**config.mk**
```make
export PLATFORM = sky130hd
export DESIGN_NAME = io_port_bridge_flat
export DESIGN_NICKNAME = d
export VERILOG_FILES = /design/src/rtl/io_port_bridge_if.sv /design/src/rtl/io_port_bridge.sv /design/src/flat_wrapper.sv
export SDC_FILE = /design/constraint.sdc
export NUM_CORES = 1
export LEC_CHECK = 0
export ABC_AREA = 1
export CORE_MARGIN = 10
export CORE_UTILIZATION = 55
export CTS_BUF_LIST = sky130_fd_sc_hd__clkbuf_8
export CTS_CLUSTER_DIAMETER = 200
export DETAILED_ROUTE_END_ITERATION = 12
export HOLD_SLACK_MARGIN = 0.06
export PLACE_DENSITY_LB_ADDON = 0.1
export SYNTH_ARGS = -nofsm -noshare
export SYNTH_HDL_FRONTEND = slang
export SYNTH_SLANG_ARGS = --single-unit
export TNS_END_PERCENT = 1
```
**constraint.sdc**
```tcl
create_clock -name clock -period 2.3 [get_ports clock]
set_input_delay 0.69 -clock clock [delete_from_list [all_inputs] [get_ports clock]]
set_output_delay 0.69 -clock clock [all_outputs]
set_load 0.05 [all_outputs]
```
**src/rtl/io_port_bridge_if.sv**
```systemverilog
// Signal bundle between the I/O bridge and its surroundings: the external ingress stream,
// the core-side read_in/write_out pins, the external egress stream and the status outputs.
// The slave modport is the bridge's view and the master modport is the environment's view.
interface io_port_bridge_if #(
  parameter int unsigned WIDTH = 16,
  parameter int unsigned DEPTH = 8
);
  localparam int unsigned CW = $clog2(DEPTH) + 1;

  // External ingress stream
  logic             in_valid;
  logic             in_ready;
  logic [WIDTH-1:0] in_data;
  // Core side
  logic [WIDTH-1:0] core_read_data;
  logic             core_rd_en;
  logic [WIDTH-1:0] core_write_data;
  logic             core_wr_en;
  // External egress stream
  logic             out_valid;
  logic             out_ready;
  logic [WIDTH-1:0] out_data;
  // Status
  logic [CW-1:0]    rx_count;
  logic [CW-1:0]    tx_count;
  logic             rx_underflow;
  logic             tx_overflow;
  logic             err_clr;

  modport slave (
    input  in_valid, in_data, core_rd_en, core_write_data, core_wr_en, out_ready, err_clr,
    output in_ready, core_read_data, out_valid, out_data, rx_count, tx_count,
           rx_underflow, tx_overflow
  );

  modport master (
    output in_valid, in_data, core_rd_en, core_write_data, core_wr_en, out_ready, err_clr,
    input  in_ready, core_read_data, out_valid, out_data, rx_count, tx_count,
           rx_underflow, tx_overflow
  );
endinterface

```
**src/rtl/io_port_bridge.sv**
```systemverilog
// Buffered bridge between the core's read_in/write_out pins and external valid/ready streams.
// An RX FIFO holds incoming words and shows its head to the core; a TX FIFO collects core
// stores and drains them downstream. Fill levels and sticky error flags are reported.
module io_port_bridge #(
  parameter int unsigned WIDTH = 16,
  parameter int unsigned DEPTH = 8
) (
  input logic              clock,
  input logic              rst,
  io_port_bridge_if.slave  bus
);
  localparam int unsigned AW = $clog2(DEPTH);
  localparam int unsigned CW = AW + 1;
  localparam logic [CW-1:0] FullCount = CW'(DEPTH);

  // RX FIFO state
  logic [WIDTH-1:0] rx_mem [DEPTH];
  logic [AW-1:0]    rx_wptr_q, rx_wptr_d;
  logic [AW-1:0]    rx_rptr_q, rx_rptr_d;
  logic [CW-1:0]    rx_count_q, rx_count_d;
  logic             in_ready_q, in_ready_d;
  logic             rx_empty, rx_push, rx_pop;

  // TX FIFO state
  logic [WIDTH-1:0] tx_mem [DEPTH];
  logic [AW-1:0]    tx_wptr_q, tx_wptr_d;
  logic [AW-1:0]    tx_rptr_q, tx_rptr_d;
  logic [CW-1:0]    tx_count_q, tx_count_d;
  logic             tx_empty, tx_full, tx_push, tx_pop;

  // Sticky error flags
  logic             rx_uf_q, rx_uf_d;
  logic             tx_of_q, tx_of_d;

  // RX next state; in_ready is derived from the next count so it never depends on core_rd_en
  // combinationally.
  always_comb begin
    rx_empty   = (rx_count_q == '0);
    rx_push    = bus.in_valid & in_ready_q;
    rx_pop     = bus.core_rd_en & ~rx_empty;
    rx_wptr_d  = rx_push ? rx_wptr_q + AW'(1) : rx_wptr_q;
    rx_rptr_d  = rx_pop ? rx_rptr_q + AW'(1) : rx_rptr_q;
    rx_count_d = rx_count_q;
    case ({rx_push, rx_pop})
      2'b10:   rx_count_d = rx_count_q + CW'(1);
      2'b01:   rx_count_d = rx_count_q - CW'(1);
      default: rx_count_d = rx_count_q;
    endcase
    in_ready_d = (rx_count_d != FullCount);
  end

  // TX next state; a push into a full FIFO is still accepted when the head leaves this cycle.
  always_comb begin
    tx_empty   = (tx_count_q == '0);
    tx_full    = (tx_count_q == FullCount);
    tx_pop     = bus.out_ready & ~tx_empty;
    tx_push    = bus.core_wr_en & (~tx_full | tx_pop);
    tx_wptr_d  = tx_push ? tx_wptr_q + AW'(1) : tx_wptr_q;
    tx_rptr_d  = tx_pop ? tx_rptr_q + AW'(1) : tx_rptr_q;
    tx_count_d = tx_count_q;
    case ({tx_push, tx_pop})
      2'b10:   tx_count_d = tx_count_q + CW'(1);
      2'b01:   tx_count_d = tx_count_q - CW'(1);
      default: tx_count_d = tx_count_q;
    endcase
  end

  // Sticky flags: a new error in the same cycle as err_clr keeps the flag set.
  always_comb begin
    rx_uf_d = (rx_uf_q & ~bus.err_clr) | (bus.core_rd_en & rx_empty);
    tx_of_d = (tx_of_q & ~bus.err_clr) | (bus.core_wr_en & ~tx_push);
  end

  // Pointer, count and flag registers.
  always_ff @(posedge clock or posedge rst) begin
    if (rst) begin
      rx_wptr_q  <= '0;
      rx_rptr_q  <= '0;
      rx_count_q <= '0;
      in_ready_q <= 1'b0;
      tx_wptr_q  <= '0;
      tx_rptr_q  <= '0;
      tx_count_q <= '0;
      rx_uf_q    <= 1'b0;
      tx_of_q    <= 1'b0;
    end else begin
      rx_wptr_q  <= rx_wptr_d;
      rx_rptr_q  <= rx_rptr_d;
      rx_count_q <= rx_count_d;
      in_ready_q <= in_ready_d;
      tx_wptr_q  <= tx_wptr_d;
      tx_rptr_q  <= tx_rptr_d;
      tx_count_q <= tx_count_d;
      rx_uf_q    <= rx_uf_d;
      tx_of_q    <= tx_of_d;
    end
  end

  // Storage arrays; contents are not reset since the counts gate every read.
  always_ff @(posedge clock) begin
    if (rx_push) rx_mem[rx_wptr_q] <= bus.in_data;
    if (tx_push) tx_mem[tx_wptr_q] <= bus.core_write_data;
  end

  assign bus.in_ready       = in_ready_q;
  assign bus.core_read_data = rx_empty ? '0 : rx_mem[rx_rptr_q];
  assign bus.out_valid      = ~tx_empty;
  assign bus.out_data       = tx_empty ? '0 : tx_mem[tx_rptr_q];
  assign bus.rx_count       = rx_count_q;
  assign bus.tx_count       = tx_count_q;
  assign bus.rx_underflow   = rx_uf_q;
  assign bus.tx_overflow    = tx_of_q;
endmodule

```
**src/flat_wrapper.sv**
```systemverilog
// flat-port wrapper written by rule: the top's interface ports become plain ports
module io_port_bridge_flat 
#(
  parameter int unsigned WIDTH = 16,
  parameter int unsigned DEPTH = 8
)
  (clock, rst, bus_in_valid, bus_in_data, bus_core_rd_en, bus_core_write_data, bus_core_wr_en, bus_out_ready, bus_err_clr, bus_in_ready, bus_core_read_data, bus_out_valid, bus_out_data, bus_rx_count, bus_tx_count, bus_rx_underflow, bus_tx_overflow);
  io_port_bridge_if #(.WIDTH(WIDTH), .DEPTH(DEPTH)) bus_i ();
  input logic clock;
  input logic rst;
  input wire logic [$bits(bus_i.in_valid)-1:0] bus_in_valid;
  input wire logic [$bits(bus_i.in_data)-1:0] bus_in_data;
  input wire logic [$bits(bus_i.core_rd_en)-1:0] bus_core_rd_en;
  input wire logic [$bits(bus_i.core_write_data)-1:0] bus_core_write_data;
  input wire logic [$bits(bus_i.core_wr_en)-1:0] bus_core_wr_en;
  input wire logic [$bits(bus_i.out_ready)-1:0] bus_out_ready;
  input wire logic [$bits(bus_i.err_clr)-1:0] bus_err_clr;
  output wire logic [$bits(bus_i.in_ready)-1:0] bus_in_ready;
  output wire logic [$bits(bus_i.core_read_data)-1:0] bus_core_read_data;
  output wire logic [$bits(bus_i.out_valid)-1:0] bus_out_valid;
  output wire logic [$bits(bus_i.out_data)-1:0] bus_out_data;
  output wire logic [$bits(bus_i.rx_count)-1:0] bus_rx_count;
  output wire logic [$bits(bus_i.tx_count)-1:0] bus_tx_count;
  output wire logic [$bits(bus_i.rx_underflow)-1:0] bus_rx_underflow;
  output wire logic [$bits(bus_i.tx_overflow)-1:0] bus_tx_overflow;
  assign bus_i.in_valid = bus_in_valid;
  assign bus_i.in_data = bus_in_data;
  assign bus_i.core_rd_en = bus_core_rd_en;
  assign bus_i.core_write_data = bus_core_write_data;
  assign bus_i.core_wr_en = bus_core_wr_en;
  assign bus_i.out_ready = bus_out_ready;
  assign bus_i.err_clr = bus_err_clr;
  assign bus_in_ready = bus_i.in_ready;
  assign bus_core_read_data = bus_i.core_read_data;
  assign bus_out_valid = bus_i.out_valid;
  assign bus_out_data = bus_i.out_data;
  assign bus_rx_count = bus_i.rx_count;
  assign bus_tx_count = bus_i.tx_count;
  assign bus_rx_underflow = bus_i.rx_underflow;
  assign bus_tx_overflow = bus_i.tx_overflow;
  io_port_bridge #(.WIDTH(WIDTH), .DEPTH(DEPTH)) u_core (.clock(clock), .rst(rst), .bus(bus_i));
endmodule
```
==> Yosys cells after proc, flatten, opt, wreduce, memory -nomap -nowiden <==
Memories as Yosys holds them, arrays and structs flattened.
Index checks and enable logic that the tools add are counted.
{ "classes": {"n_addsub": 8, "n_eq_ne": 6, "n_mux": 8, "n_bitwise": 16, "n_reduce_logical": 3} }
{ "ops": {"columns": ["operator", "n"], "rows": [
  ["$mux W16", 2],
  ["$pmux W4 S2", 2],
  ["$add A3 B1 Y3 const B", 4],
  ["$add A4 B1 Y4 const B", 2],
  ["$and A1 B1 Y1", 8],
  ["$logic_not A4 Y1", 2],
  ["$sub A4 B1 Y4 const B", 2],
  ["$not A1 Y1", 5],
  ["$eq A2 B1 Y1 const B", 2],
  ["$eq A2 B2 Y1 const B", 2],
  ["$eq A4 B4 Y1 const B", 1],
  ["$mux W1", 4],
  ["$ne A4 B4 Y1 const B", 1],
  ["$or A1 B1 Y1", 3],
  ["$reduce_bool A2 Y1", 1]
]} }
{ "word_totals": {"regBits": 23, "ram_bits": 256, "input_bits": 39, "out_inout_bits": 44, "memories": 2} }
{ "memory_table": {"columns": ["name", "depth", "word_bits", "rd", "rd_ports_with_merged_regs", "write_ports", "line_no", "rtl"], "rows": [
  ["u_core.rx_mem", 8, 16, 1, 0, 1, "io_port_bridge.sv:17", "logic [WIDTH-1:0] rx_mem [DEPTH];"],
  ["u_core.tx_mem", 8, 16, 1, 0, 1, "io_port_bridge.sv:25", "logic [WIDTH-1:0] tx_mem [DEPTH];"]
]} }

==> Depth between registers and ports, before layout <==
Gate-level depths: netlist (run 1).
{ "logic_depth": {"word_depth": 8, "ltp_mapped": 14, "ltp_nobuf": 14} }

==> Worst setup path before layout (run 1) <==
No wires, ideal clock.
{ "synth_timing": {"kind": "reg2out", "from": "reg u_core.tx_count_q[3] (netlist: u_core.bus.tx_count[3])", "to": "out bus_out_data[10]", "t_arrival_ps": 2553, "setup_slack_ps": -943, "path_stages_with_launch": 6, "path_buffers": 1, "cell_sequence": "dfrtp_1 inv_1 nand3_4 clkbuf_1 o21ai_1 a31oi_1"} }
{ "synth_via": {"elab_chain_len": 2} }
{ "synth_lines": {"columns": ["item", "line_no", "rtl"], "rows": [
  ["from (decl)", "io_port_bridge.sv:28", "logic [CW-1:0] tx_count_q, tx_count_d;"],
  ["from (signal assigned)", "io_port_bridge.sv:93", "tx_count_q <= tx_count_d;"],
  ["$logic_not A4 Y1", "io_port_bridge.sv:54", "tx_empty = (tx_count_q == '0);"],
  ["$mux W16", "io_port_bridge.sv:108", "assign bus.out_data = tx_empty ? '0 : tx_mem[tx_rptr_q];"],
  ["to (decl)", "flat_wrapper.sv:21", "output wire logic [$bits(bus_i.out_data)-1:0] bus_out_data;"]
]} }
Every way passes these cells.

==> Worst setup path in the final report (run 1) <==
{ "layout_timing": {"from": "reg u_core.tx_rptr_q[0]", "to": "out bus_out_data[1]"} }
{ "layout_via": {"elab_chain_len": 2} }
{ "layout_lines": {"columns": ["item", "line_no", "rtl"], "rows": [
  ["from (decl)", "io_port_bridge.sv:27", "logic [AW-1:0] tx_rptr_q, tx_rptr_d;"],
  ["from (signal assigned)", "io_port_bridge.sv:92", "tx_rptr_q <= tx_rptr_d;"],
  ["$mem_v2 Z8 W16", null, null],
  ["$mux W16", "io_port_bridge.sv:108", null]
]} }
Every way passes these cells.

==> results of run 1 <==
[critical path, delay by kind of cell (launching register included)]
family / cells / cell delay, ns
AOI/OAI and AO/OA: 3 / 0.38
buffers and inverters: 5 / 0.67
DFF: 1 / 0.49
and+or+nand+nor: 1 / 0.03
[cells by family after synthesis]
| kind of cell | after synthesis | synth area share (%) |
|---|---|---|
| flip-flops | 279 | 73.5 |
| AO/OA/AOI/OAI | 239 | 11.4 |
| AND/OR/NAND/NOR | 276 | 10.1 |
| buffers and inverters | 79 | 2.95 |
| multiplexers | 1 | 0.100 |
| adder cells (fa/ha/maj) | 9 | 1.00 |
| XOR/XNOR | 12 | 0.934 |
[flip-flops by register name (all words and copies together), names as in the netlist]
register	cells
u_core.bus.in_ready	1
u_core.bus.rx_count	4
u_core.bus.rx_underflow	1
u_core.bus.tx_count	4
u_core.bus.tx_overflow	1
u_core.rx_mem	128
u_core.rx_rptr_q	3
u_core.rx_wptr_q	3
u_core.tx_mem	128
u_core.tx_rptr_q	3
u_core.tx_wptr_q	3
[metal layers]
layer / routed length (um) / GRT usage [%] / up-vias
li1: - / - / 3584
met1: 10300 / 23.1 / 3758
met2: 13700 / 35.0 / 202
met3: 1340 / 3.94 / 33
met4: 483 / 7.25 / 0
met5: 0 / 0 / -
[cell type report]
cell class	instances	area [um2]	share of cell area, %
timing repair buffer	167	1910	13.0
inverter	30	120	0.822
clock inverter	39	246	1.69
sequential	279	8270	56.6
multi-input combinational	537	3110	21.3
clock buffer	45	619	4.24
tap	270	338	2.31
[Yosys cell counts]
cell	count	area, um2
edfxtp_1	256	7690
nor2_1	212	796
o21ai_1	90	450
o21ai_0	79	395
nand2_1	36	135
o22ai_1	33	206
a31oi_1	32	200
clkbuf_1	26	97.6
dfrtp_1	23	576
buf_2	22	110
inv_1	16	60.1
inv_2	13	48.8
ha_1	9	113
nand3_1	8	40.0
xor2_1	8	70.1
nand2_2	5	31.3
nor2_2	4	25.0
xnor2_1	4	35.0
a21oi_1	2	10.0
nand3_2	2	20.0
nand4_2	2	25.0
o21ai_2	2	17.5
a21o_1	1	7.51
buf_6	1	11.3
clkinv_1	1	3.75
mux2_1	1	11.3
nand3_4	1	17.5
nand3b_1	1	7.51
nand4_1	1	6.26
nor2_4	1	11.3
or2_1	1	6.26
or2_2	1	6.26
or2_4	1	8.76
[through the flow]
stage / setup WS (ns) / power (mW) / hold WS (ns) / util (%) / instance area [um2]
6_report: -0.505 / 22.9 / 0.494 / 72.4 / 14600
5_1_grt: -0.620 / 24.2 / 0.529 / 72.4 / 14600
4_1_cts: -0.565 / 23.0 / 0.472 / 72.1 / 14600
3_5_place_dp: -0.273 / 18.2 / 0.513 / 66.5 / 13400
3_3_place_gp: -0.222 / 17.9 / 0.508 / 66.5 / 13400
2_1_floorplan: -0.239 / 14.0 / 0.492 / - / 11600
[what timing repair did]
item                                    4_1_cts  5_1_grt
gates resized for setup                      65       19
hold buffers                                  0        0
cloned                                        1        0
pin swaps                                    14       12
setup buffers                                 4        1
endpoints found under the setup margin       37       37
[power groups by stage]
stage                     clock [mW]  sequential, mW  combinational, mW
final                           4.07            6.86               12.0
after global routing            4.41            6.93               12.8
after CTS                       4.16            6.84               12.0
after detailed placement           0            6.91               11.3
after global placement             0            6.87               11.0
after floorplan                    0            7.13               6.83
[worst min-delay path by stage]
stage	from	end	cells past startpoint
CTS	rst	u_core.bus.tx_count[2]$_DFFE_PP0P_	3
floorplan	u_core.rx_wptr_q[0]$_DFFE_PP0P_	u_core.rx_wptr_q[0]$_DFFE_PP0P_	2
global route	rst	u_core.rx_rptr_q[2]$_DFFE_PP0P_	3
global placement	u_core.bus.rx_underflow$_DFF_PP0_	u_core.bus.rx_underflow$_DFF_PP0_	2
detailed placement	u_core.bus.rx_underflow$_DFF_PP0_	u_core.bus.rx_underflow$_DFF_PP0_	2
finish	rst	u_core.rx_wptr_q[0]$_DFFE_PP0P_	3
==> metrics.md, run 1 <==
| Metric | Value |
|---|---|
| Vias in the first global route | `8080` |
| DR pass1 iterations | `7` |
| Max-Cap Viols | `0` |
| Reg-to-reg setup timing slack | `0.13 ns` |
| Area grow syn2layout | `29.9%` |
| RePlAce Congestion | `0.834` |
| Failing checks | `setup timing` |
| Period utilization | `122%` |
| Final Max Tran Viols | `0` |
| Final setup TNS | `-13.99 ns` |
| CTS tree | `done` |
| Seq/Total Area, Yosys | `73.5%` |
| Die Height | `163 um` |
| Final wirelength | `25.9 mm` |
| Commonest non-fill, non-tap cell in the layout | `edfxtp_1` |
| Startpoint types | `flip-flop` |
| Initial antenna violation count | `0` |
| CTS buffer count | `45` |
| Cell Chain, Critical Path | `inv_4, buf_6, buf_6, nor2_4, o22ai_2, o21ai_1, a31oi_1, buf_4, buf_12` |
| Row count | `52` |
| CP required | `1.61 ns` |
| Worst-path fanout max | `6` |
| Vias | `7577` |
| Most frequent cells in the layout | `256 x edfxtp_1, 206 x nor2_1, 86 x o21ai_1` |
| Status | `finished with violations` |
| Core area | `20200 um2` |
| Root buf cell | `clkbuf_8` |
| Clk pin slew, worst setup/hold paths | `0.06 ns` |
| LEAKAGE | `5.21 nW` |
| I/O Buffers | `82` |
| DR WL/cell | `18.9 um` |
| PwrDens | `1570 nW/um2` |
| Critical path arrival | `2.11 ns` |
| Nets | `1108` |
| Crit path max-delay cell type | `dfrtp_2` |
| Starting DRT DRC Count | `437` |
| Max Freq | `357 MHz` |
| HPWL after detailed placement | `16.9 mm` |
| CP Launch Point | `u_core.tx_rptr_q[0]$_DFFE_PP0P_` |
| P_int | `13.4 mW` |
| Yosys warns | `0` |
| All-Layer GR Usage | `19.7%` |
| Syn_nets | `943` |
| Critical path class | `reg -> out` |
| Synth Cell Area | `11200 um2` |
| Clock Sinks | `279` |
| Clock Skews | `0.00988 ns` |
| Pin count of the biggest net entering global routing | `36` |
| First-pass GRT wire length | `41.8 mm` |
| Fin cells | `1367` |
| Clock tree buffer depth | `3` |
| Sw power | `9.58 mW` |
| VDD IR max | `1.23 mV` |
| Library cells used by synthesis | `33` |
| Mean post-synth cell area | `12.6 um2` |
| Final min period | `2.80 ns` |
| Synthesis-stage register bit count | `279` |
| Worst r2r path cells | `11` |
| Clk Latency, worst-skew pair | `0.55 ns` |
| Power share of the sequential group | `29.9%` |
| Slew @ Worst Pin | `0.502 ns` |
| Hold Violations, Final | `0` |
| DRC | `0` |
| Combinational share of power | `52.4%` |
| Reg2Reg Launch Point | `u_core.bus.tx_count[1]$_DFFE_PP0P_` |
| Sw Share | `41.7%` |
| Placed cells | `1277` |
| Post-DR vias/cell | `5.54` |
| Worst setup endpoint | `bus_out_data[1]` |
| Layout cell share with drive strength beyond 1 | `24.8%` |
| Top-level I/O count | `83` |
| Final setup margin | `-0.505 ns` |
| Fillers | `1332` |
| Crit Reg-Reg Endpoint | `u_core.bus.tx_count[1]$_DFFE_PP0P_` |
| H-tree depth | `2` |
| Starting Density | `55.8%` |
| Most common cell on crit path | `buf_6` |
| RSZ-0062 raised after global routing | `yes` |
| CP Capture Type | `primary output` |
| Clock share of power | `17.7%` |
| Type of the most critical hold path | `in -> async` |
| Slew HR | `66.7%` |
| Die ar. | `26600 um2` |
| Die width | `163 um` |
| Post-Syn Instances | `895` |
| DRT antenna net count | `0` |
| Final Setup Violations | `33` |
| Diodes inserted | `0` |
| Highest cell delay on the worst timing path | `0.49 ns` |
| Total gr overflow | `0` |
Power figures use the tool's default switching activity.
==> run 2: changes to the inputs <==
- CORE_UTILIZATION: 55 -> 53
- CTS_BUF_LIST: sky130_fd_sc_hd__clkbuf_8 -> default
==> metrics.md, run 2 (synthesized netlist as in run 1, its figures left out) <==
| Metric | Value |
|---|---|
| Status | `finished with violations` |
| Failing checks | `setup timing` |
| Type of the most critical hold path | `in -> async` |
| PwrDens | `1600 nW/um2` |
| Die width | `166 um` |
| Period utilization | `121%` |
| CP required | `1.61 ns` |
| Root buf cell | `clkbuf_16` |
| Placed cells | `1284` |
| Total gr overflow | `0` |
| All-Layer GR Usage | `18.9%` |
| Hold Violations, Final | `0` |
| DRC | `0` |
| Slew @ Worst Pin | `0.499 ns` |
| Clock Sinks | `279` |
| Most common cell on crit path | `buf_12` |
| Vias in the first global route | `7819` |
| RePlAce Congestion | `0.824` |
| Clock tree buffer depth | `3` |
| Final wirelength | `27.5 mm` |
| Final Setup Violations | `33` |
| Area after DPL | `13400 um2` |
| Core area | `21000 um2` |
| Max Freq | `360 MHz` |
| Nets | `1114` |
| H-tree depth | `1` |
| First-pass GRT wire length | `42.5 mm` |
| VDD IR max | `1.08 mV` |
| Starting Density | `53.7%` |
| Max-Cap Viols | `0` |
| Top flop regs | `u_core.rx_mem: 128 flops, u_core.tx_mem: 128 flops` |
| Die ar. | `27400 um2` |
| Finished layout cell area | `15200 um2` |
| Fin cells | `1363` |
| Top-level I/O count | `83` |
| RSZ-0062 raised after global routing | `yes` |
| Reg-to-reg setup timing slack | `0.04 ns` |
| Clock Skews | `0.0109 ns` |
| HPWL after detailed placement | `15.4 mm` |
| Critical path arrival | `2.08 ns` |
| Die Height | `166 um` |
| Slew HR | `66.8%` |
| Initial antenna violation count | `1` |
| Highest cell delay on the worst timing path | `0.45 ns` |
| Final min period | `2.77 ns` |
| Cell Chain, Critical Path | `buf_12, buf_12, buf_16, nor2_2, o22ai_1, o21ai_2, a31oi_2, buf_6` |
| CTS buffer count | `29` |
| CP Capture Type | `primary output` |
| Row count | `53` |
| Layout cell share with drive strength beyond 1 | `28.2%` |
| Startpoint types | `flip-flop` |
| Final setup margin | `-0.475 ns` |
| DR WL/cell | `20.1 um` |
| Crit path max-delay cell type | `dfrtp_2` |
| Commonest non-fill, non-tap cell in the layout | `edfxtp_1` |
| Critical path class | `reg -> out` |
| Vias | `7656` |
| Final Max Tran Viols | `0` |
| Clk Latency, worst-skew pair | `0.54 ns` |
| I/O Buffers | `82` |
| Clk pin slew, worst setup/hold paths | `0.06 ns` |
| Worst-path fanout max | `8` |
| Pin count of the biggest net entering global routing | `34` |
| LEAKAGE | `5.40 nW` |
| DR pass1 iterations | `5` |
| DRT antenna net count | `0` |
| Area grow syn2layout | `34.9%` |
| Starting DRT DRC Count | `684` |
| Post-DR vias/cell | `5.62` |
| Worst hold margin | `0.502 ns` |
| Most frequent cells in the layout | `256 x edfxtp_1, 200 x nor2_1, 115 x o21ai_1` |
| CTS tree | `done` |
[run 2: worst paths after layout]
kind                                                    start                            endpoint  cells after the start
setup reg to reg           u_core.bus.tx_count[0]$_DFFE_PP0P_  u_core.bus.tx_count[1]$_DFFE_PP0P_                     10
hold reg to reg             u_core.bus.rx_underflow$_DFF_PP0_   u_core.bus.rx_underflow$_DFF_PP0_                      2
hold / removal                                            rst     u_core.tx_wptr_q[1]$_DFFE_PP0P_                      3
min in group clock          u_core.bus.rx_underflow$_DFF_PP0_   u_core.bus.rx_underflow$_DFF_PP0_                      2
setup / recovery              u_core.rx_rptr_q[0]$_DFFE_PP0P_               bus_core_read_data[4]                      8
max in group asynchronous                                 rst     u_core.tx_rptr_q[1]$_DFFE_PP0P_                      3
[run 2: repair_timing]
item / 4_1_cts / 5_1_grt
hold buffers: 0 / 0
setup buffers: 12 / 2
endpoints found under the setup margin: 37 / 36
resized for setup: 100 / 76
pin swaps: 24 / 22
cloned: 9 / 4
[run 2: power by group]
part	total (mW)	switching, mW	internal [mW]
clock	4.34	1.81	2.53
sequential	6.80	0.345	6.46
combinational	13.2	7.85	5.34
[run 2: worst max-delay path, delay by kind of cell (launching register included)]
kind / cells / cell delay (ns)
buffers and inverters: 4 / 0.62
DFF: 1 / 0.45
AOI/OAI and AO/OA: 3 / 0.38
and+or+nand+nor: 1 / 0.11
[run 2: per-layer routing]
| metal | part of all wire (%) | up-vias | GRT usage [%] |
|---|---|---|---|
| met4 | 1.9 | 0 | 5.74 |
| met2 | 48 | 265 | 30.4 |
| met1 | 44 | 3734 | 25.6 |
| met3 | 6.8 | 50 | 3.74 |
| met5 | 0 | - | 0 |
| li1 | - | 3607 | - |
[run 2: cell type report]
type,count,area [um2]
multi-input combinational,537,3270
tap,275,344
timing repair buffer,189,2290
fill,1406,5780
inverter,30,123
clock inverter,15,123
sequential,279,8270
antenna,1,2.50
clock buffer,37,756
[run 2: through the flow]
step	utilization [%]	worst slack (ns)	TNS, ns	power (mW)
4_1_cts	70.9	-0.483	-14.26	23.7
3_3_place_gp	63.8	-0.207	-19.42	17.8
3_5_place_dp	63.8	-0.246	-24.23	17.9
2_1_floorplan	-	-0.239	-13.53	14.0
5_1_grt	72.4	-0.557	-16.77	25.6
6_report	72.4	-0.475	-13.34	24.3
==> run 3: changes to the inputs <==
- CORE_UTILIZATION: 53 -> 45
- PLACE_DENSITY: default -> 0.77
- PLACE_DENSITY_LB_ADDON: 0.1 -> default
==> metrics.md, run 3 (synthesized netlist as in run 1, its figures left out) <==
| Metric | Value |
|---|---|
| DR WL/cell | `19.1 um` |
| Clock Sinks | `279` |
| I/O Buffers | `82` |
| DRC | `0` |
| H-tree depth | `1` |
| Die ar. | `31700 um2` |
| HPWL after detailed placement | `16.5 mm` |
| Multi-input logic area | `3120 um2` |
| Sequential cell area | `8270 um2` |
| Failing checks | `setup timing` |
| Slew HR | `63.2%` |
| Initial antenna violation count | `1` |
| Final wirelength | `26.6 mm` |
| Root buf cell | `clkbuf_16` |
| Top-level I/O count | `83` |
| Period utilization | `123%` |
| Crit path max-delay cell type | `dfrtp_2` |
| Type of the most critical hold path | `in -> async` |
| All-Layer GR Usage | `16.2%` |
| Row count | `57` |
| Vias | `7635` |
| CTS tree | `done` |
| Final Max Tran Viols | `0` |
| RSZ-0062 raised after global routing | `yes` |
| Hold Violations, Final | `0` |
| CP required | `1.61 ns` |
| Slew @ Worst Pin | `0.551 ns` |
| CP Capture Type | `primary output` |
| Pin count of the biggest net entering global routing | `45` |
| PwrDens | `1580 nW/um2` |
| Cell Chain, Critical Path | `clkinv_4, buf_12, buf_4, o21ai_1, o22ai_2, o21ai_2, a31oi_4, buf_6` |
| Clk pin slew, worst setup/hold paths | `0.06 ns` |
| Most frequent cells in the layout | `256 x edfxtp_1, 209 x nor2_1, 95 x o21ai_1` |
| Clock tree buffer depth | `3` |
| CTS buffer count | `28` |
| Final Setup Violations | `33` |
| Nets | `1098` |
| Die Height | `178 um` |
| Status | `finished with violations` |
| Overall Power | `23.3 mW` |
| RePlAce Congestion | `0.804` |
| Cts-stage hold buffer count | `0` |
| DR pass1 iterations | `5` |
| Top flop regs | `u_core.rx_mem: 128 flops, u_core.tx_mem: 128 flops` |
| First-pass GRT wire length | `41.0 mm` |
| Max Freq | `354 MHz` |
| DRT antenna net count | `0` |
| Max-Cap Viols | `0` |
| Placed cells | `1337` |
| Critical path arrival | `2.13 ns` |
| Diodes inserted | `0` |
| Commonest non-fill, non-tap cell in the layout | `edfxtp_1` |
| Vias in the first global route | `7645` |
| Final min period | `2.82 ns` |
| Area grow syn2layout | `31.2%` |
| Fillers | `1757` |
| Worst-path fanout max | `6` |
| Fin cells | `1395` |
| Final setup margin | `-0.524 ns` |
| Total gr overflow | `0` |
| Starting Density | `46.0%` |
| Starting DRT DRC Count | `665` |
| Critical path class | `reg -> out` |
| Layout cell share with drive strength beyond 1 | `24.6%` |
| Clock Skews | `0.00689 ns` |
| Post-DR vias/cell | `5.47` |
| Clk Latency, worst-skew pair | `0.53 ns` |
| LEAKAGE | `5.20 nW` |
| Die width | `178 um` |
| Core area | `24500 um2` |
| VDD IR max | `1.51 mV` |
| Startpoint types | `flip-flop` |
| Highest cell delay on the worst timing path | `0.48 ns` |
run 3: cell types whose count changed in the layout (fill, tap and decap cells not counted), sizes merged:
| cell | delta |
|---|---|
| clkbuf | -2 |
| clkinv | -3 |
| buf | -15 |
| clkinvlp | +2 |
| diode | -1 |
| dlygate4sd2 | +2 |
run 3: worst paths after layout:
path / endpoint / startpoint / depth (start not counted) / slack (ns)
worst min-delay path: u_core.rx_rptr_q[2]$_DFFE_PP0P_ / rst / 3 / 0.51
worst max register to register: u_core.bus.tx_count[1]$_DFFE_PP0P_ / u_core.bus.tx_count[0]$_DFFE_PP0P_ / 11 / 0.19
max in group asynchronous: u_core.bus.tx_count[0]$_DFFE_PP0P_ / rst / 3 / 1.53
worst max-delay path: bus_out_data[13] / u_core.tx_rptr_q[0]$_DFFE_PP0P_ / 8 / -0.52
worst min register to register: u_core.bus.tx_overflow$_DFF_PP0_ / u_core.bus.tx_overflow$_DFF_PP0_ / 2 / 0.53
min in group clock: u_core.bus.tx_overflow$_DFF_PP0_ / u_core.bus.tx_overflow$_DFF_PP0_ / 2 / 0.53
run 3: cell type report:
type	count	area share, %
flip-flops and latches	279	56.0
multi-input cells	537	21.1
repair buffers	174	13.2
clock buffers	37	5.26
well taps	324	2.75
clock inverters	14	0.857
inverters	30	0.814
run 3: per-layer routing:
layer / share of wire, % / vias up / track usage (%)
met5: 0.030 / - / 0
met4: 2.2 / 2 / 5.04
li1: - / 3560 / -
met1: 41 / 3761 / 20.7
met2: 50 / 264 / 27.2
met3: 7.2 / 48 / 3.09
run 3: power by group:
part,internal [mW],switching [mW]
clock network,2.59,1.82
logic,4.65,7.38
registers,6.45,0.391
total,13.7,9.59
run 3: critical path, delay by kind of cell, from the launching register on:
kind	cells	cell delay (ns)
buffers and inverters	4	0.62
AOI/OAI and AO/OA	4	0.50
DFF	1	0.48
run 3: what timing repair did:
| item | 4_1_cts | 5_1_grt |
|---|---|---|
| pin swaps | 8 | 10 |
| gates resized for setup | 49 | 52 |
| cloned | 1 | 2 |
| buffers inserted | 3 | 2 |
| setup endpoints to repair | 39 | 34 |
run 3: stage by stage:
stage	setup WS (ns)	hold WS, ns	cell area [um2]	util [%]	setup TNS, ns
floorplan	-0.239	0.492	11600	-	-13.53
global placement	-0.239	0.516	13500	55.0	-22.09
detailed placement	-0.302	0.522	13500	55.0	-31.85
CTS	-0.538	0.506	14500	59.5	-13.87
global route	-0.634	0.548	14800	60.3	-16.44
finish	-0.524	0.508	14800	60.3	-13.44
==> edit 1: new RTL, config.mk and constraints of run 3 <==
Make the reset (`rst`) synchronous in one clocked block.
--- a/src/rtl/io_port_bridge.sv
+++ b/src/rtl/io_port_bridge.sv
@@ -74,3 +74,3 @@
   // Pointer, count and flag registers.
-  always_ff @(posedge clock or posedge rst) begin
+  always_ff @(posedge clock) begin
     if (rst) begin
Formal check against the unedited RTL: differs if rst is asserted again (counterexample within 4 cycles, from zero or initial values and one cycle with rst high); with rst held inactive, the same outputs for 4 cycles.
==> edit 1 against run 3 <==
Wire length increased by 0.40%; total power down 16%; sequential cell count increased by 6; cell area up 1.3%; sequential share of layout area is 0.60 points lower; setup slack improved by 0.071 ns; the flow still finishes with violations (setup timing); synthesized area rose by 1.6%; critical path depth decreased by 1.
==> edit 1: results (changes against run 3) <==
pre-CTS setup slack=-0.330 ns (-0.0285 ns); worst r2r src=u_core.bus.rx_count[0]$_SDFF_PP0_; register area share after synthesis=72.4% (-1.1 points); failing checks=setup timing; Power Sequential=6.18 mW (-9.8%); status=finished, violations left; sequential portion of the cell area=55.4% (-0.60 points); fraction of area in multi-input gates=20.3% (-0.86 points); Internal Dissipation=12.4 mW (-9.4%); WL final=26,700 um (+0.40%); comb_multi_in=591 (+10%); CP max FO=14 (+8); M3 GR Usage=3.05% (-0.033 points); number of fillers in the final layout=1,849 (+5.2%); worst setup path endpoint=bus_out_data[2]; Metal-1 WL=10,600 um (-2.6%); met2 Track Usage GR=29.3% (+2.1 points); Finish-stage setup viols=32 (-3.0%); critical path arrival=2.06 ns (-0.07 ns); Post-synth top cells=nor2_1, edfxtp_1, o21ai_0; reg2reg setup slack=0.08 ns (-0.11 ns); fin nets=1,156 (+5.3%); Clock Buffer Count=38 (+2.7%); Clock Sinks=285 (+2.2%); ys async rst share=0% (-8.2 points); vias in the first global route=7,977 (+4.3%); Clock Network Area Fraction=5.94% (-0.17 points); largest net degree at the start of global routing=36 (-20%); Final WS setup=-0.453 ns (+0.0709 ns)
==> edit 1: changes by cell type after synthesis, sizes merged, moves of 6 or more <==
cell	run 3	this run
clkbuf	26	19
dfrtp	23	0
buf	23	29
nor2	217	262
dfxtp	0	29
o21ai	171	202
inv	29	40
o22ai	33	2
a21oi	2	15
==> edit 1: repair_timing <==
action	CTS	global route
pin swaps	11	4
endpoints found under the hold margin	0	0
setup buffers	8	0
cloned	3	0
resized for setup	66	35
setup endpoints to repair	40	35
==> edit 1: worst min-delay path, cell delays in order (launching register included) <==
cell     delay, ns
dfxtp_1       0.31
inv_1         0.05
a21oi_1       0.06
==> edit 1: cells by family after synthesis <==
kind of cell             Yosys count  share of synthesized area (%)
AND/OR/NAND/NOR                  323                           10.9
flip-flops                       285                           72.4
AO/OA/AOI/OAI                    251                           11.4
buffers and inverters             88                           3.68
adder cells (fa/ha/maj)           10                           1.10
XOR/XNOR                           6                          0.460
multiplexers                       1                         0.0876
==> edit 2: new RTL, settings of run 3 <==
Made on the original files. `WIDTH` is set to 16 in 3 places; all go to 32.
--- a/src/rtl/io_port_bridge_if.sv
+++ b/src/rtl/io_port_bridge_if.sv
@@ -4,3 +4,3 @@
 interface io_port_bridge_if #(
-  parameter int unsigned WIDTH = 16,
+  parameter int unsigned WIDTH = 32,
   parameter int unsigned DEPTH = 8
--- a/src/rtl/io_port_bridge.sv
+++ b/src/rtl/io_port_bridge.sv
@@ -4,3 +4,3 @@
 module io_port_bridge #(
-  parameter int unsigned WIDTH = 16,
+  parameter int unsigned WIDTH = 32,
   parameter int unsigned DEPTH = 8
--- a/src/flat_wrapper.sv
+++ b/src/flat_wrapper.sv
@@ -3,3 +3,3 @@
 #(
-  parameter int unsigned WIDTH = 16,
+  parameter int unsigned WIDTH = 32,
   parameter int unsigned DEPTH = 8
Interface: changed (resized bus_core_read_data, bus_core_write_data, bus_in_data and bus_out_data); port bits go from 83 to 147. No check against the original RTL was run, so the function may have changed too.
==> edit 2 against run 3 <==
The flow still finishes with violations (setup timing); sequential cell count is 256 higher; sequential share of layout area is 0.29 points higher; setup slack worse by 0.20 ns; cell area is 92% higher; wire length is 110% higher; synthesized area is 88% higher; total power is 100% higher; clock power is 96% higher; critical endpoint is now bus_core_read_data[15]; largest power group unchanged; highest routed layer unchanged.
==> edit 2: results (changes against run 3) <==
status=finished, violations left; failing checks=setup timing; peak supply drop=0.00185 V (+22%); crit path launch=u_core.rx_rptr_q[0]$_DFFE_PP0P_; top cells by area in the synthesized netlist=edfxtp_1, nor2_1, o21ai_0, dfrtp_1, o22ai_1; post-synthesis mux area share=0.0533% (-0.047 points); Power Sequential=12.9 mW (+88%); Finish-stage setup viols=65 (+97%); Placement Cell Area=25,700 um2 (+91%); H-tree depth=2 (+1); Worst Hold Class=in2async; Comb power frac=54.3% (+2.6 points); number of synthesized flops with an enable pin=512 (+100%); fin nets=1,953 (+78%); Post-Synth XOR/XNOR Area=0.533% (-0.40 points); Slowest cell on crit path=dfrtp_4; number of antenna violations at the first check in global routing=3 (+2); detailed placement HPWL=32,200 um (+95%); WL met3=4780 um (+150%); Final WS setup=-0.721 ns (-0.196 ns); Total Routing Usage GR=19.2% (+3.0 points); vias in the first global route=14,800 (+93%); CP max stage delay=0.43 ns (-0.05 ns); Worst-Margin Slew=0.508 ns (-0.0430 ns); static leakage=9.70 nW (+87%); GRT met1 Usage=23.4% (+2.7 points); Synth Area in Adders=0.533% (-0.47 points); worst setup path endpoint=bus_core_read_data[15]; ys async rst share=4.30% (-3.9 points); Worst-path clk slew=0.07 ns; CTS buffer count=53 (+89%); met2 Track Usage GR=32.8% (+5.6 points); number of fillers in the final layout=3,222 (+83%); register area share after synthesis=75.4% (+2.0 points); reg2reg setup slack=0.16 ns (-0.03 ns); pre-CTS setup slack=-0.415 ns (-0.113 ns); critical path arrival=2.33 ns (+0.20 ns); Via density=5.78 (+5.7%); RR Endpoint=u_core.bus.tx_count[2]$_DFFE_PP0P_; reg2reg path depth=13 (+2); Yosys cell types=33 (unchanged); share of cells above drive strength 1=23.5% (-1.1 points); I/O Buffers=146 (+78%); YS warnings=0 (unchanged); Setup Skew=0.0147 ns (+0.00781 ns); syn_nets=1,702 (+80%); M3 GR Usage=4.01% (+0.92 points); Post-synth top cells=edfxtp_1, nor2_1, o21ai_0; setup_tns=-41.23 ns (-27.79 ns); biggest regs=u_core.rx_mem (256), u_core.tx_mem (256); WL met2=28,200 um (+110%); Internal Dissipation=28.1 mW (+110%); WL final=56,000 um (+110%); Design Power=47.0 mW (+100%)
[edit 2: per-stage QoR]
step | hold WS [ns] | utilization, % | cells
2_1_floorplan | 0.493 | - | 1622
3_3_place_gp | 0.511 | 55.3 | 2400
3_5_place_dp | 0.513 | 55.3 | 2400
4_1_cts | 0.431 | 60.5 | 2515
5_1_grt | 0.460 | 61.0 | 2520
6_report | 0.438 | 61.0 | 2520
[edit 2: repair_timing]
item	in CTS	in global routing
resized for setup	112	66
hold buffers	0	0
endpoints found under the setup margin	68	67
setup buffers	6	2
pin swaps	32	24
gates cloned	15	3
[edit 2: final cells by class]
cell class | count | area (um2) | area share (%)
clock inverters | 29 | 319 | 1.13
repair buffers | 299 | 4320 | 15.2
clock buffers | 66 | 1400 | 4.93
well taps | 607 | 759 | 2.68
inverters | 30 | 144 | 0.508
repair inverters | 1 | 16.3 | 0.0574
multi-input cells | 953 | 5420 | 19.1
flip-flops and latches | 535 | 16000 | 56.3
